$ cat src/rtl/mmio_responder.sv
// mmio_responder: I/O window 0x100-0x1FF with LED, synchronised switches, console FIFO, status and cycle counter
// Ports: clk/reset_n (async active-low); mem_cmd/mem_addr/write_data/read_data CPU bus, io_hit steers top-level read mux;
//        sw_in raw switches; halt freezes counter; led_out LED register; tx_data/tx_valid/tx_ready console drain.
module mmio_responder #(
    parameter int         FIFO_DEPTH = 4,
    parameter logic [1:0] MREAD      = 2'b01,
    parameter logic [1:0] MWRITE     = 2'b10
) (
    input  logic        clk,
    input  logic        reset_n,
    input  logic [1:0]  mem_cmd,
    input  logic [8:0]  mem_addr,
    input  logic [15:0] write_data,
    output logic [15:0] read_data,
    output logic        io_hit,
    input  logic [7:0]  sw_in,
    input  logic        halt,
    output logic [7:0]  led_out,
    output logic [7:0]  tx_data,
    output logic        tx_valid,
    input  logic        tx_ready
);
    localparam int AW = $clog2(FIFO_DEPTH);
    logic        rd, wr, a_led, a_sw, a_con, a_st, a_cyc;
    logic [7:0]  sw_meta, sw_sync;
    logic [7:0]  fifo [FIFO_DEPTH];
    logic [AW:0] wp, rp;
    logic        empty, full, pop, push, accept, ovf;
    logic [15:0] cycles;
    logic        unused_wd;
    assign rd        = mem_cmd == MREAD;
    assign wr        = mem_cmd == MWRITE;
    assign a_led     = mem_addr == 9'h100;
    assign a_sw      = mem_addr == 9'h140;
    assign a_con     = mem_addr == 9'h180;
    assign a_st      = mem_addr == 9'h181;
    assign a_cyc     = mem_addr == 9'h182;
    assign io_hit    = (rd | wr) & (a_led | a_sw | a_con | a_st | a_cyc);
    assign read_data = !rd   ? 16'h0000 :
                       a_led ? {8'h00, led_out} :
                       a_sw  ? {8'h00, sw_sync} :
                       a_st  ? {12'h000, ovf, full, empty, halt} :
                       a_cyc ? cycles : 16'h0000;
    // Pointers carry one extra wrap bit so full and empty are distinguishable.
    assign empty     = wp == rp;
    assign full      = (wp[AW] != rp[AW]) && (wp[AW-1:0] == rp[AW-1:0]);
    assign pop       = ~empty & tx_ready;
    assign push      = wr & a_con;
    // A push into a full FIFO still lands if the head leaves in the same cycle.
    assign accept    = push & (~full | pop);
    assign tx_valid  = ~empty;
    assign tx_data   = empty ? 8'h00 : fifo[rp[AW-1:0]];
    assign unused_wd = ^write_data[15:8];
    always_ff @(posedge clk or negedge reset_n) begin
        if (!reset_n) begin
            sw_meta <= '0;
            sw_sync <= '0;
            led_out <= '0;
            wp      <= '0;
            rp      <= '0;
            ovf     <= 1'b0;
            cycles  <= '0;
        end else begin
            sw_meta <= sw_in;
            sw_sync <= sw_meta;
            if (wr & a_led) led_out <= write_data[7:0];
            if (pop) rp <= rp + 1'b1;
            if (accept) wp <= wp + 1'b1;
            // A dropped byte outranks a clear in the same cycle.
            if (push & ~accept) ovf <= 1'b1;
            else if (wr & a_st & write_data[3]) ovf <= 1'b0;
            if (wr & a_cyc) cycles <= '0;
            else if (!halt) cycles <= cycles + 1'b1;
        end
    end
    always_ff @(posedge clk) begin
        if (accept) fifo[wp[AW-1:0]] <= write_data[7:0];
    end
endmodule

$ cat config.mk
export PLATFORM = sky130hd
export DESIGN_NAME = mmio_responder
export DESIGN_NICKNAME = d
export VERILOG_FILES = /design/src/rtl/mmio_responder.sv
export SDC_FILE = /design/constraint.sdc
export NUM_CORES = 1
export LEC_CHECK = 0
export BUFFER_PORTS_ARGS = -buffer_cell sky130_fd_sc_hd__buf_4
export CORE_ASPECT_RATIO = 0.8
export CORE_UTILIZATION = 40
export CTS_BUF_LIST = sky130_fd_sc_hd__clkbuf_4 sky130_fd_sc_hd__clkbuf_8
export DETAILED_ROUTE_END_ITERATION = 10
export GPL_TIMING_DRIVEN = 0
export PLACE_DENSITY = 0.59
export REMOVE_ABC_BUFFERS = 1
export SYNTH_ARGS = -nofsm -noshare
export SYNTH_HDL_FRONTEND = slang
export SYNTH_SLANG_ARGS = --single-unit
$ cat constraint.sdc
create_clock -name clk -period 3.72 [get_ports clk]
set_input_delay 0.372 -clock clk [delete_from_list [all_inputs] [get_ports clk]]
set_output_delay 0.372 -clock clk [all_outputs]
set_load 0.005 [all_outputs]
==> summary.md, run 1 <==
| Metric | Value |
|---|---|
| # rows | 30 |
| Initial antenna violation count | 0 |
| Post-cts resize count | 0 |
| DR DRC count | 0 |
| Total Routing Usage GR | between 10% and 20% |
| P_leak | between 1.5 and 2 nW |
| Cell area after synthesis | about 0.0036 mm^2 |
| Ys async rst share | approximately three fifths |
| Via density | 5.236 |
| Share of cells above drive strength 1 | just over 30% |
| Worst-path cell chain | xor2_1 -> or3_1 -> and2_1 -> buf_4 |
| Power per cell area | ~500 mW/mm^2 |
| Die area | 0.009442 mm^2 |
| Fin worst setup slack | between 900 and 1000 ps |
| # Max-Cap Violations | 0 |
| Part of the cycle the worst path needs | 73.44% |
| Status | completed |
| Post-DP Area | between 0.004 and 0.005 mm^2 |
| Gate power share | 21.2% |
| Vias in the first global route | roughly 2300 |
| Area Growth Syn to Fin | 21.42% |
| Min cycle time layout | between 2000 and 3000 ps |
| Min-delay worst type | input pin to async pin |
| First-pass GRT wire length | ~12000 um |
| Setup TNS | 0 ps |
| Worst EP required | 3350 ps |
| Endpoint class of the critical path | output port |
| P_sw | about 0.00064 W |
| Critical-path top delay cell | dfrtp_1 |
| CP arrival | around 2400 ps |
| Area contributors post-synth | dfrtp_1 32%, edfxtp_1 27%, mux4_2 5.0%, xor2_1 3.6%, mux2_2 3.4% |
| Root buf cell | clkbuf_8 |
| Post-CTS Hold Buffers | 0 |
| Crit-path max FO | 11 |
| Synth area leader | dfrtp_1 |
| I/O Pins | 73 |
| # diodes | 0 |
| CTS Buf Count | 9 |
| Clock power share | 29.4% |
| Total area of sequential cells | approximately 0.0021 mm^2 |
| Int Power | between 0.0015 and 0.002 W |
| Drt pass-1 iters | 4 |
| Core area | around 0.0086 mm^2 |
| Total gr overflow | 0 |
| Dpl hpwl | roughly 5400 um |
| CTS tree | done |
| Post-synth top area share | between 30% and 40% |
| Register clock-pin slew on the reported worst setup and hold paths | ~90 ps |
| Clock Latency Late Sink | ~350 ps |
| Multi-input gate area | between 0.001 and 0.0015 mm^2 |
| Max Freq | about 370 MHz |
| Antenna Nets Post-Route | 0 |
| WL final | a little under 8000 um |
| Crit path kind | register to output port |
| R2r setup slk | ~1300 ps |
| Crit path largest cell delay | 780 ps |
| WL/cell | 16.97 um |
| Fillcell total | between 800 and 900 |
| Design Area, Final | approximately 0.0044 mm^2 |
| Final #Nets | between 300 and 400 |
| Htree depth | 3 |
| Clock sink count | just under 80 |
| Via count of the routed design | 2377 |
| Hold_ws | 11.37 ps |
| Final Core Density | 50.94% |
| Die Span Y | slightly below 90 um |
| Worst Tran Pin Value | 751.1 ps |
| Unrepaired setup endpoints after global routing | false |
| Worst r2r dst | wp[2] |
| Reg2reg path depth | 4 |
| Clk_skew | 8.565 ps |
| Peak VDD IR | ~0.00021 V |
| Clock Tree Buf Depth | 2 |
| Avg Inst Size Synth | ~13 um^2 |
| Fin. max-slew vios | 0 |
| DR iter-0 viols | between 80 and 90 |
| Reg-to-reg startpoint | rp[0] |
| Pre-CTS worst setup slack | 1148 ps |
| Synthesized netlist cell count | between 200 and 300 |
| Crit start category | register |
| Slew HR | about half |
| Pin count of the biggest net entering global routing | 48 |
| # setup viols final | 0 |
| Seq/Total Area, Yosys | between 50 and 60% |
| Switching Fraction | 28.88% |
| Port bufs | 64 |
| Final hold vios | 0 |
| Die width | 108.4 um |
| Reg power frac | 49.3% |
| Top FF cell, synth | dfrtp_1 |
| Most frequent cell after synthesis | dfrtp_1 |
| Postcts setup bufs | 0 |
| Post-synth EDFFs | 32 |
| Netlist cell types | 47 |
| Yosys reg bits | around 80 |
| Initial core utilization | 41.96% |
| Syn. warnings | 0 |
| Commonest cells post-synth | 47 x dfrtp_1, 32 x edfxtp_1, 19 x and2_1 |
| Placer Congestion | ~0.78 |
==> critical path, delay by kind of cell (launching register included) <==
family / cells / cell delay, ps
flip-flops: 1 / 780
buffers and inverters: 1 / 130
XOR/XNOR: 1 / 240
AND/OR/NAND/NOR: 2 / 850
==> logic make-up (layout without fill, tap and decap cells) <==
kind of cell,Yosys count,count (layout),synth area share [%]
buffers and inverters,18,87,2.038
DFF,79,79,59.00
adders and majority gates,8,8,2.763
muxes,20,20,8.670
AOI/OAI and AO/OA,28,28,5.561
xor gates and xnor gates,20,20,4.836
and+or+nand+nor,100,100,17.13
==> layout by cell type, fill, tap and decap left out, drive strengths merged, types with 2 or more instances in the layout <==
master / count
and2: 19
a211oi: 2
a22o: 4
nand4: 6
mux4: 8
nand3b: 2
nand2b: 5
and3: 7
nand2: 10
ha: 8
nor3: 2
dfrtp: 47
or3: 5
o211a: 3
clkinv: 3
nand3: 6
a2bb2oi: 2
edfxtp: 32
o21ai: 7
a21oi: 5
nor4: 5
nor2b: 5
nor2: 18
and4: 2
inv: 10
buf: 64
xor2: 15
xnor2: 5
clkbuf: 9
a22oi: 2
mux2: 11
==> through the flow <==
stage	total power (W)	instances
3_3_place_gp	0.001572	438
5_1_grt	0.002320	454
4_1_cts	0.002236	454
3_5_place_dp	0.001587	438
6_report	0.002207	454
2_1_floorplan	0.001354	262
==> final cells by class <==
class	count	share of cell area (%)
sequential	79	48.59
multi-input combinational	176	32.09
timing repair buffer	64	10.92
tap	112	3.186
clock buffer	9	2.817
clock inverter	7	1.792
inverter	7	0.5974
==> worst max path at each step <==
stage | start | endpoint | slack, ps | cells after the start
floorplan | mem_addr[3] | read_data[3] | 1660 | 4
global placement | mem_addr[3] | read_data[1] | 1150 | 6
detailed placement | mem_addr[3] | read_data[1] | 1150 | 6
CTS | rp[0] | tx_data[5] | 900 | 4
global route | rp[0] | read_data[1] | 760 | 5
finish | rp[0] | tx_data[5] | 990 | 4
==> per-layer routing <==
| metal | part of all wire (%) | wire length (um) | GRT usage (%) | vias to the layer above |
|---|---|---|---|---|
| li1 | - | - | - | 1121 |
| met1 | 48 | 3725 | 24.90 | 1191 |
| met2 | 47 | 3592 | 27.16 | 56 |
| met3 | 3.9 | 302 | 4.862 | 9 |
| met4 | 1.1 | 85 | 5.160 | 0 |
| met5 | 0 | 0 | 0 | - |
==> registers in the layout, indices dropped and copies added (netlist names) <==
register,flops
cycles,16
fifo,32
rp,3
led_out,8
sw_sync,8
wp,3
sw_meta,8
ovf,1
==> power groups by stage <==
| stage | clock [W] | combinational (W) | sequential, W |
|---|---|---|---|
| 2_1_floorplan | 0 | 0.000283 | 0.00107 |
| 3_3_place_gp | 0 | 0.000466 | 0.00111 |
| 3_5_place_dp | 0 | 0.000477 | 0.00111 |
| 4_1_cts | 0.000665 | 0.000478 | 0.00109 |
| 5_1_grt | 0.000695 | 0.000521 | 0.00110 |
| 6_report | 0.000650 | 0.000469 | 0.00109 |
No activity file was read; power rests on OpenSTA's default activity.
==> run 2: changes to the inputs <==
==> constraint.sdc (replaced) <==
create_clock -name clk -period 2.75 [get_ports clk]
set_input_delay 0.275 -clock clk [delete_from_list [all_inputs] [get_ports clk]]
set_output_delay 0.275 -clock clk [all_outputs]
set_load 0.005 [all_outputs]
==> summary.md, run 2 (synthesis results as in run 1) <==
| Metric | Value |
|---|---|
| Status | completed |
| Port bufs | 64 |
| Antenna Nets Post-Route | 0 |
| Endpoint class of the critical path | output port |
| Clk_skew | 8.579 ps |
| Top Metal Used | met4 |
| I/O Pins | 73 |
| Power per cell area | 677.8 mW/mm^2 |
| CP arrival | approximately 2200 ps |
| Root buf cell | clkbuf_8 |
| Htree depth | 3 |
| CTS Buf Count | 9 |
| WL final | ~7700 um |
| Crit path kind | register to output port |
| Total gr overflow | 0 |
| Part of the cycle the worst path needs | approximately nine tenths |
| Clock power share | between 20% and 30% |
| Commonest non-fill, non-tap cells in the layout | 64 x buf_4, 46 x dfrtp_1, 32 x edfxtp_1 |
| Share of cells above drive strength 1 | a little under a third |
| Commonest non-fill, non-tap cell in the layout | buf_4 |
| Met2 WL post-DR | ~3600 um |
| Vias in the first global route | ~2300 |
| Placer Congestion | just under 0.8 |
| Drt pass-1 iters | 4 |
| Total area of sequential cells | approximately 0.0021 mm^2 |
| Via count of the routed design | 2378 |
| Clock sink count | 79 |
| Min cycle time layout | around 2400 ps |
| Hold_ws | approximately 23 ps |
| # setup viols final | 0 |
| Crit-path max FO | 11 |
| Int Power | 0.002126 W |
| Reg power frac | a little under 50% |
| Total Routing Usage GR | between 10% and 20% |
| Fin. max-slew vios | 0 |
| Die width | ~110 um |
| Clock Latency Late Sink | approximately 350 ps |
| Pin count of the biggest net entering global routing | between 40 and 50 |
| Worst Tran Pin Value | 750.3 ps |
| P_leak | between 1.5 and 2 nW |
| # Max-Cap Violations | 0 |
| Via density | around 5.2 |
| Dpl hpwl | 5374 um |
| Die Span Y | ~87 um |
| Unrepaired setup endpoints after global routing | false |
| Initial antenna violation count | 0 |
| First-pass GRT wire length | ~12000 um |
| Crit start category | register |
| Die area | 0.009442 mm^2 |
| Final hold vios | 0 |
| Switching Fraction | 28.85% |
| Initial core utilization | a little over two fifths |
| # diodes | 0 |
| Max FFs per register | 32 |
| CTS tree | done |
| DR DRC count | 0 |
| Reg2reg path depth | 4 |
| Slew HR | between 40% and 50% |
| WL/cell | about 17 um |
| DR iter-0 viols | approximately 120 |
| Hold depth | 1 |
| Core area | about 0.0086 mm^2 |
| Multi-input gate area | 0.001411 mm^2 |
| P_sw | roughly 0.00086 W |
| Setup TNS | 0 ps |
| Gate power share | about a fifth |
| Clock Tree Buf Depth | 2 |
| Worst EP required | between 2000 and 2500 ps |
| Min-delay worst type | input pin to register |
| Met1 wire length | about 3700 um |
| Fillcell total | 803 |
| Max Freq | 410.0 MHz |
| Peak VDD IR | 0.0002902 V |
| Register clock-pin slew on the reported worst setup and hold paths | approximately 90 ps |
| DR WL met3 | 343 um |
| Area Growth Syn to Fin | 21.73% |
| Final #Nets | 385 |
| # rows | 30 |
## run 2: cell count changes in the layout (fill, tap and decap cells not counted), sizes merged
cell         previous run  this run
dlygate4sd3             0         1
## run 2: worst max-delay path: stages, from the launching register on
cell and delay, ps:
dfrtp_1 670, xor2_1 210, or3_1 560, and2_1 240, buf_4 130
## run 2: final timing paths
kind | from | endpoint | slack [ps]
max reg2reg | rp[1] | wp[2] | 580
min reg2reg | sw_meta[7] | sw_sync[7] | 350
max in group asynchronous | reset_n | rp[0] | 1830
min in group asynchronous | reset_n | sw_meta[3] | 460
max | rp[1] | tx_data[5] | 310
min | sw_in[5] | sw_meta[5] | 20
## run 2: area by class of cell
cell class                 instances  share of cell area (%)
clock buffer                       9                   2.809
clock inverter                     7                   1.788
inverter                           7                  0.5959
multi-input combinational        176                   32.01
sequential                        79                   48.50
tap                              112                   3.178
timing repair buffer              65                   11.12
## run 2: power groups by stage
stage	clock (W)	sequential, W	combinational (W)
2_1_floorplan	0	0.00145	0.000383
3_3_place_gp	0	0.00150	0.000631
3_5_place_dp	0	0.00150	0.000645
4_1_cts	0.000900	0.00148	0.000647
5_1_grt	0.000940	0.00150	0.000706
6_report	0.000879	0.00147	0.000635
## run 2: per-layer routing
metal | vias up | GRT usage (%)
met5 | - | 0
met3 | 9 | 4.862
met4 | 0 | 5.160
met2 | 59 | 27.21
met1 | 1185 | 24.90
li1 | 1125 | -
## run 2: timing repair
action | in CTS | in global routing
buffers inserted | 0 | 0
hold buffers | 1 | 0
gates resized for setup | 0 | 1
hold endpoints to repair | 47 | 0
endpoints found under the setup margin | 0 | 9
## run 2: per-stage QoR
stage | instances | cell area (um^2) | total power [W] | utilization [%] | setup slack, ps
4_1_cts | 455 | 4408 | 0.003025 | 51.06 | 30.46
2_1_floorplan | 262 | 3575 | 0.001832 | - | 746.9
5_1_grt | 455 | 4409 | 0.003142 | 51.07 | 135.1
6_report | 455 | 4409 | 0.002989 | 51.07 | 310.9
3_3_place_gp | 438 | 4195 | 0.002126 | 48.59 | 309.3
3_5_place_dp | 438 | 4195 | 0.002147 | 48.59 | 291.8
